`config.mk`:
```
export PLATFORM = sky130hd
export DESIGN_NAME = hazard_scoreboard
export DESIGN_NICKNAME = d
export VERILOG_FILES = /design/src/rtl/hazard_scoreboard.sv
export SDC_FILE = /design/constraint.sdc
export NUM_CORES = 1
export LEC_CHECK = 0
export BUFFER_PORTS_ARGS = -buffer_cell sky130_fd_sc_hd__clkbuf_2
export CAP_MARGIN = 20
export CORE_ASPECT_RATIO = 2
export CORE_MARGIN = 8
export CORE_UTILIZATION = 50
export CTS_CLUSTER_DIAMETER = 150
export DETAILED_ROUTE_END_ITERATION = 12
export PLACE_DENSITY = 0.87
export SLEW_MARGIN = 20
export SYNTH_ARGS = -nofsm -noshare
export SYNTH_HDL_FRONTEND = slang
export SYNTH_SLANG_ARGS = --single-unit
```
`constraint.sdc`:
```
create_clock -name clk -period 2.6 [get_ports clk]
set_input_delay 0 -clock clk [delete_from_list [all_inputs] [get_ports clk]]
set_output_delay 0 -clock clk [all_outputs]
set_load 0.02 [all_outputs]
```
`src/rtl/hazard_scoreboard.sv`:
```
// Forwarding and interlock unit for the 5-stage MIPS pipeline (ID side).
// Per-operand forwarding/hazard detection lives in hazard_operand, instantiated
// once per source operand. The top holds the one-entry mul/div scoreboard and
// the stall performance counter.

module hazard_operand #(
    parameter int AW = 5
) (
    input  logic [AW-1:0] src,
    input  logic          use_src,
    input  logic          branch,
    input  logic          ex_regwrite,
    input  logic          ex_memtoreg,
    input  logic [AW-1:0] ex_wreg,
    input  logic          me_regwrite,
    input  logic          me_memtoreg,
    input  logic [AW-1:0] me_wreg,
    input  logic          md_wb,
    input  logic [AW-1:0] md_wb_reg,
    input  logic          pend,
    input  logic [AW-1:0] pend_dst,
    output logic [1:0]    fwd,
    output logic          haz
);
    logic nz, m_ex, m_me, m_md, m_pend;

    // r0 is hardwired zero: it never matches, forwards or stalls
    assign nz     = |src;
    assign m_ex   = nz & ex_regwrite & (src == ex_wreg);
    assign m_me   = nz & me_regwrite & (src == me_wreg);
    assign m_md   = nz & md_wb & (src == md_wb_reg);
    assign m_pend = nz & pend & (src == pend_dst);

    // Source select, youngest producer first
    always_comb begin
        fwd = 2'b00;
        if (m_ex)      fwd = 2'b01;
        else if (m_me) fwd = 2'b10;
        else if (m_md) fwd = 2'b11;
    end

    // Load-use, branch-in-ID (EX result or ME load not yet available), and
    // RAW on an outstanding mul/div destination. Unused operands never stall.
    assign haz = use_src & ((m_ex & (ex_memtoreg | branch)) |
                            (branch & m_me & me_memtoreg) |
                            m_pend);
endmodule

module hazard_scoreboard #(
    parameter int AW     = 5,
    parameter int MD_LAT = 4,
    parameter int SCW    = 16
) (
    input  logic           clk,
    input  logic           rst_n,
    input  logic           id_valid,
    input  logic [AW-1:0]  id_rs,
    input  logic [AW-1:0]  id_rt,
    input  logic           id_use_rs,
    input  logic           id_use_rt,
    input  logic           id_branch,
    input  logic           id_md_issue,
    input  logic [AW-1:0]  id_md_dst,
    input  logic           flush,
    input  logic           ex_regwrite,
    input  logic           ex_memtoreg,
    input  logic [AW-1:0]  ex_wreg,
    input  logic           me_regwrite,
    input  logic           me_memtoreg,
    input  logic [AW-1:0]  me_wreg,
    output logic [1:0]     fwd_a,
    output logic [1:0]     fwd_b,
    output logic           stall,
    output logic           md_busy,
    output logic           md_wb,
    output logic [AW-1:0]  md_wb_reg,
    output logic [SCW-1:0] stall_cnt
);
    localparam int NUM_OPS = 2;   // operand 0 = rs, operand 1 = rt

    logic          busy;
    logic [3:0]    cnt;
    logic [AW-1:0] dst;
    logic          pend, act, issue_acc;

    logic [NUM_OPS-1:0][AW-1:0] src;
    logic [NUM_OPS-1:0]         use_v;
    logic [NUM_OPS-1:0][1:0]    fwd_v;
    logic [NUM_OPS-1:0]         haz;

    assign src   = {id_rt, id_rs};
    assign use_v = {id_use_rt, id_use_rs};

    assign md_wb     = busy & (cnt == 4'd0);
    assign md_wb_reg = dst;
    assign md_busy   = busy;
    assign pend      = busy & (cnt != 4'd0);

    for (genvar g = 0; g < NUM_OPS; g++) begin : g_op
        hazard_operand #(.AW(AW)) u_op (
            .src        (src[g]),
            .use_src    (use_v[g]),
            .branch     (id_branch),
            .ex_regwrite(ex_regwrite),
            .ex_memtoreg(ex_memtoreg),
            .ex_wreg    (ex_wreg),
            .me_regwrite(me_regwrite),
            .me_memtoreg(me_memtoreg),
            .me_wreg    (me_wreg),
            .md_wb      (md_wb),
            .md_wb_reg  (md_wb_reg),
            .pend       (pend),
            .pend_dst   (dst),
            .fwd        (fwd_v[g]),
            .haz        (haz[g])
        );
    end

    assign fwd_a = fwd_v[0];
    assign fwd_b = fwd_v[1];

    // A flushed or empty ID slot never stalls and never issues. A new issue
    // only collides with an op still counting down; the writeback cycle
    // itself is free, allowing back-to-back issue.
    assign act       = id_valid & ~flush;
    assign stall     = act & ((|haz) | (id_md_issue & pend));
    assign issue_acc = act & id_md_issue & ~stall;

    // Scoreboard entry: load on issue, otherwise count down and retire
    always_ff @(posedge clk) begin
        if (!rst_n) begin
            busy <= 1'b0;
            cnt  <= 4'd0;
            dst  <= '0;
        end else if (issue_acc) begin
            busy <= 1'b1;
            cnt  <= 4'(MD_LAT - 1);
            dst  <= id_md_dst;
        end else begin
            if (pend)  cnt  <= cnt - 4'd1;
            if (md_wb) busy <= 1'b0;
        end
    end

    // Saturating stall-cycle counter
    always_ff @(posedge clk) begin
        if (!rst_n)
            stall_cnt <= '0;
        else if (stall && (stall_cnt != '1))
            stall_cnt <= stall_cnt + 1'b1;
    end
endmodule

```
==> results.json, run 1 <==
{
  "status": "complete, no violations",
  "tightest_slew_ns": 0.529,
  "cp_cell_sequence": "inv_1 -> ha_1 -> or3b_1 -> and2_1 -> and3_1 -> a21o_1 -> o31ai_4 -> inv_2 -> clkbuf_2",
  "rows": 31,
  "die_w_um": 58.7,
  "rsz0062_at_grt": "false",
  "cpMaxStageDelayCell": "or3b_1",
  "drv_cap": 0,
  "cp_top_family": "simple AND/OR/NAND/NOR gates",
  "clock_sinks": 26,
  "post-cts-setup-buffer-count": 0,
  "stdcell_area_sq_um": 2260,
  "mappedNetlistNets": 266,
  "nets": 332,
  "critPathMaxStageDelay_ns": 0.37,
  "fin_tns_setup_ns": 0,
  "grt_pass1_wl_um": 8600,
  "clkLatencyLatePin_ns": 0.26,
  "fp.dieArea_sq_um": 5950,
  "num_vias": 1930,
  "cts_buffers": 3,
  "synthXorXnorAreaFrac": 0.154,
  "core_sq_um": 3570,
  "drc_errors": 0,
  "cellLeakagePower_nw": 0.985,
  "setup_viol": 0,
  "seq_area_sq_um": 520,
  "dpl-instance-area_sq_um": 2170,
  "synth_commonest_cells": "dfxtp_1 (26), xnor2_1 (26), nand2_1 (25), nand3_1 (16), a21oi_1 (12)",
  "wl_per_cell_um": 15.4,
  "grt_max_degree": 19,
  "period_share": 0.939,
  "path_class": "reg -> out",
  "ant_nets": 0,
  "yosysSeqAreaShare": 0.285,
  "ir_drop_v": 0.000446,
  "synth-adder-area-share": 0.0137,
  "largest_register_ffs": 16,
  "endpoint_kind": "output port",
  "min_path_type": "in -> reg",
  "slew_headroom": 0.645,
  "synth_area_per_cell_sq_um": 8.04,
  "synth-simple-area-share": 0.295,
  "synthArstFlopShare": 0,
  "p_per_area_nw_per_um2": 350,
  "multi_input_area_sq_um": 1240,
  "crit_fanout": 14,
  "synth.top_cells.by_area": "dfxtp_1 (29%), xnor2_1 (12%), mux2i_1 (6.0%)",
  "synth_mux_area_frac": 0.0604,
  "routed_wl_um": 5240,
  "synth_seq_cells": 26,
  "crit_required_ns": 2.60,
  "antenna_found_initial": 0,
  "hpwl_um": 4270,
  "cts_htree_levels": 1,
  "finalCriticalPeriod_ns": 2.44,
  "max_freq_mhz": 410,
  "drt-initial-drc-count": 50,
  "die_h_um": 101,
  "synth_ff_type": "dfxtp_1",
  "io_buffers": 64,
  "synth_cell_type_count": 48,
  "overflow": 0,
  "num_io_pins": 65,
  "diodes": 0,
  "synth_top_family_by_area": "simple AND/OR/NAND/NOR gates",
  "synth_area_sq_um": 1820,
  "fillCellCount": 345,
  "syn_inst": 227,
  "vias_per_cell": 5.68,
  "synth_top_area_frac": 0.285,
  "drv_slew": 0,
  "hold_violations": 0,
  "crit_buf_inv": 3,
  "cts_buffer_depth": 2,
  "grt_usage": 0.179,
  "synth_edf_count": 0,
  "cp.arrival_ns": 2.44,
  "synth_compound_area_frac": 0.156,
  "cts_tree": "yes",
  "yosysWarnings": 0,
  "finClkSkew_ns": 0.00683,
  "cp-start-kind": "flop",
  "gp_congestion": 0.908,
  "yosysTopAreaCell": "dfxtp_1",
  "start_util": 0.511,
  "grt_pass1_vias": 2007,
  "first_pass_iters": 5,
  "syn2layout_area_growth_pct": 23.7,
  "drive_gt1_frac": 0.265,
  "cts.clk_slew.worst_paths_ns": 0.08,
  "cts_root_buf": "clkbuf_8"
}
-- worst paths after layout --
check,start,end,slack (ns),cells past startpoint
worst min register to register,stall_cnt[8],stall_cnt[8],0.49,2
worst max-delay path,cnt[0],stall,0.16,9
worst max register to register,cnt[0],stall_cnt[15],0.17,10
worst min-delay path,id_md_dst[3],md_wb_reg[3],0.01,3
-- worst reg2reg max path, cell delays in order, from the launching register on --
cell	delay, ns
dfxtp_1	0.33
inv_1	0.06
ha_1	0.15
or3b_1	0.37
and2_1	0.23
and3_1	0.20
a21o_1	0.21
o31ai_4	0.29
inv_2	0.16
a41oi_1	0.24
a311oi_1	0.07
-- power breakdown --
part           switching, mW  internal, mW  total (mW)
clock network          0.109         0.103       0.212
registers            0.00645         0.404       0.410
logic                 0.0920        0.0760       0.168
-- cell usage in the layout, fill, tap and decap left out, types with 3 or more instances in the layout --
master / synthesis / routed
nor2b_1: 4 / 4
a21oi_1: 12 / 12
nor3_1: 11 / 11
or4_1: 5 / 5
clkbuf_2: 1 / 64
nor4_1: 4 / 4
dfxtp_1: 26 / 26
o21ai_0: 5 / 5
mux2i_1: 11 / 11
nand2b_1: 5 / 5
nand2_1: 25 / 25
o31ai_1: 4 / 4
nand3_1: 16 / 16
nand4_1: 3 / 3
dlygate4sd3_1: 0 / 4
xnor2_1: 26 / 26
nor2_1: 10 / 10
xor2_1: 6 / 6
clkbuf_8: 0 / 3
and3_1: 9 / 9
inv_1: 4 / 4
-- area by class of cell --
cell class / instances / area share
sequential: 26 / 0.231
inverter: 6 / 0.00998
timing repair buffer: 69 / 0.163
tap: 49 / 0.0272
clock buffer: 3 / 0.0183
multi-input combinational: 187 / 0.551
-- cell families after synthesis --
family | after synthesis
mux | 11
xor+xnor | 32
compound gates | 40
fa+ha+maj | 2
simple gates | 102
flops | 26
buf+inv | 14
-- routing by layer --
metal | routed length [um] | track usage
met1 | 1860 | 0.163
met4 | 245 | 0.100
met3 | 394 | 0.0394
met2 | 2730 | 0.342
met5 | 0 | 0
-- timing repair --
action	in CTS	in global routing
hold buffers	4	0
endpoints found under the setup margin	0	4
hold endpoints to repair	4	0
gates resized for setup	0	1
-- metrics by stage --
step | setup WS (ns) | power, mW | std cells | hold slack (ns) | utilization
after detailed placement | 0.0866 | 0.581 | 333 | 0.250 | 0.608
final | 0.160 | 0.791 | 340 | 0.0123 | 0.632
after global routing | 0.0134 | 0.830 | 340 | 0.0424 | 0.632
after floorplan | 0.316 | 0.514 | 227 | 0.144 | -
after global placement | 0.208 | 0.578 | 333 | 0.239 | 0.608
after CTS | 0.0721 | 0.796 | 340 | 0.0244 | 0.631
(Power assumes the default switching activity.)
==> run 2: changes to the inputs <==
Settings changed: HOLD_SLACK_MARGIN from default to 0.15.
==> results.json, run 2 (synthesized netlist as in run 1, its figures left out) <==
{
  "hold_violations": 0,
  "setup_viol": 0,
  "stdcell_area_sq_um": 2270,
  "finClkSkew_ns": 0.00554,
  "ir_drop_v": 0.000445,
  "p_per_area_nw_per_um2": 349,
  "largest_register_ffs": 16,
  "vias_per_cell": 5.69,
  "cts_root_buf": "clkbuf_8",
  "grtUsageMet2": 0.344,
  "finalCriticalPeriod_ns": 2.44,
  "cts_htree_levels": 1,
  "cp_top_family": "simple AND/OR/NAND/NOR gates",
  "final_common_cell": "clkbuf_2",
  "rows": 31,
  "grt_pass1_vias": 2016,
  "path_class": "reg -> out",
  "cp_cell_sequence": "inv_1 -> ha_1 -> or3b_1 -> and2_1 -> and3_1 -> a21o_1 -> o31ai_4 -> inv_2 -> clkbuf_2",
  "num_vias": 1940,
  "cts_tree": "yes",
  "grt_use_met1": 0.164,
  "max_freq_mhz": 410,
  "hpwl_um": 4270,
  "die_h_um": 101,
  "overflow": 0,
  "cpMaxStageDelayCell": "or3b_1",
  "cellLeakagePower_nw": 0.989,
  "antenna_found_initial": 0,
  "cp.arrival_ns": 2.44,
  "drv_cap": 0,
  "cp-start-kind": "flop",
  "final_cell_mix": "clkbuf_2 (64), xnor2_1 (26), dfxtp_1 (26)",
  "slew_headroom": 0.660,
  "wl_per_cell_um": 15.3,
  "critPathMaxStageDelay_ns": 0.37,
  "routed_wl_um": 5200,
  "rsz0062_at_grt": "false",
  "core_sq_um": 3570,
  "syn2layout_area_growth_pct": 24.2,
  "multi_input_area_sq_um": 1240,
  "fin_tns_setup_ns": 0,
  "drc_errors": 0,
  "crit_buf_inv": 3,
  "min_path_type": "in -> reg",
  "ant_nets": 0,
  "endpoint_kind": "output port",
  "first_pass_iters": 4,
  "grt-busiest-layer": "met2",
  "diodes": 0,
  "clkLatencyLatePin_ns": 0.26,
  "period_share": 0.939,
  "seq_area_sq_um": 520,
  "place_inst": 333,
  "nets": 333,
  "gp_congestion": 0.908,
  "die_w_um": 58.7,
  "fp.dieArea_sq_um": 5950,
  "grt_pass1_wl_um": 8630,
  "crit_fanout": 14,
  "cts_buffer_depth": 2,
  "drt-initial-drc-count": 32,
  "grt_use_met3": 0.0394,
  "status": "complete, no violations",
  "drv_slew": 0,
  "cts_buffers": 3,
  "post-cts-setup-buffer-count": 0,
  "tightest_slew_ns": 0.507,
  "cts.clk_slew.worst_paths_ns": 0.08,
  "num_io_pins": 65,
  "fillCellCount": 343,
  "start_util": 0.511,
  "crit_required_ns": 2.60,
  "fin_cells": 341,
  "grt_usage": 0.179,
  "grt_max_degree": 19,
  "dpl-instance-area_sq_um": 2170,
  "clock_sinks": 26,
  "io_buffers": 64,
  "drive_gt1_frac": 0.264
}
[run 2: cell count changes in the layout (fill, tap and decap cells not counted), sizes merged]
cell and change:
dlygate4sd3 +1
[run 2: final timing paths]
check                from            end  slack, ns  depth (start not counted)
max                cnt[0]          stall       0.16                          9
min                 rst_n  stall_cnt[10]       0.17                          3
max reg2reg        cnt[0]  stall_cnt[12]       0.17                         10
min reg2reg  stall_cnt[8]   stall_cnt[8]       0.49                          2
[run 2: report_power, final]
group	internal (mW)	leakage, nW	switching, mW
logic	0.0769	0.758	0.0922
registers	0.404	0.210	0.00640
clock network	0.103	0.0216	0.108
[run 2: layout make-up]
cell class | count | area share
Clock buffer | 3 | 0.0182
Inverter | 6 | 0.00994
Multi-Input combinational cell | 187 | 0.548
Sequential cell | 26 | 0.230
Tap cell | 49 | 0.0271
Timing Repair Buffer | 70 | 0.167
[run 2: what timing repair did]
action / 4_1_cts / 5_1_grt
gates resized for setup: 0 / 1
endpoints found under the setup margin: 0 / 4
hold buffers: 5 / 0
endpoints found under the hold margin: 5 / 0
[run 2: worst reg2reg max path: stages (launching register included)]
cell     delay [ns]
dfxtp_1        0.33
inv_1          0.06
ha_1           0.15
or3b_1         0.37
and2_1         0.23
and3_1         0.20
a21o_1         0.21
o31ai_4        0.29
inv_2          0.16
and4b_1        0.22
nor3_1         0.13
[run 2: metal layers]
layer	wire length [um]	vias to the layer above
li1	-	946
met1	1810	892
met2	2740	84
met3	408	18
met4	245	0
met5	0	-
[run 2: stage by stage]
stage | power (mW) | util | worst slack [ns] | hold slack (ns)
3_3_place_gp | 0.578 | 0.608 | 0.208 | 0.239
5_1_grt | 0.831 | 0.635 | 0.0134 | 0.202
3_5_place_dp | 0.581 | 0.608 | 0.0866 | 0.250
2_1_floorplan | 0.514 | - | 0.316 | 0.144
6_report | 0.790 | 0.635 | 0.159 | 0.169
4_1_cts | 0.798 | 0.634 | 0.0721 | 0.181
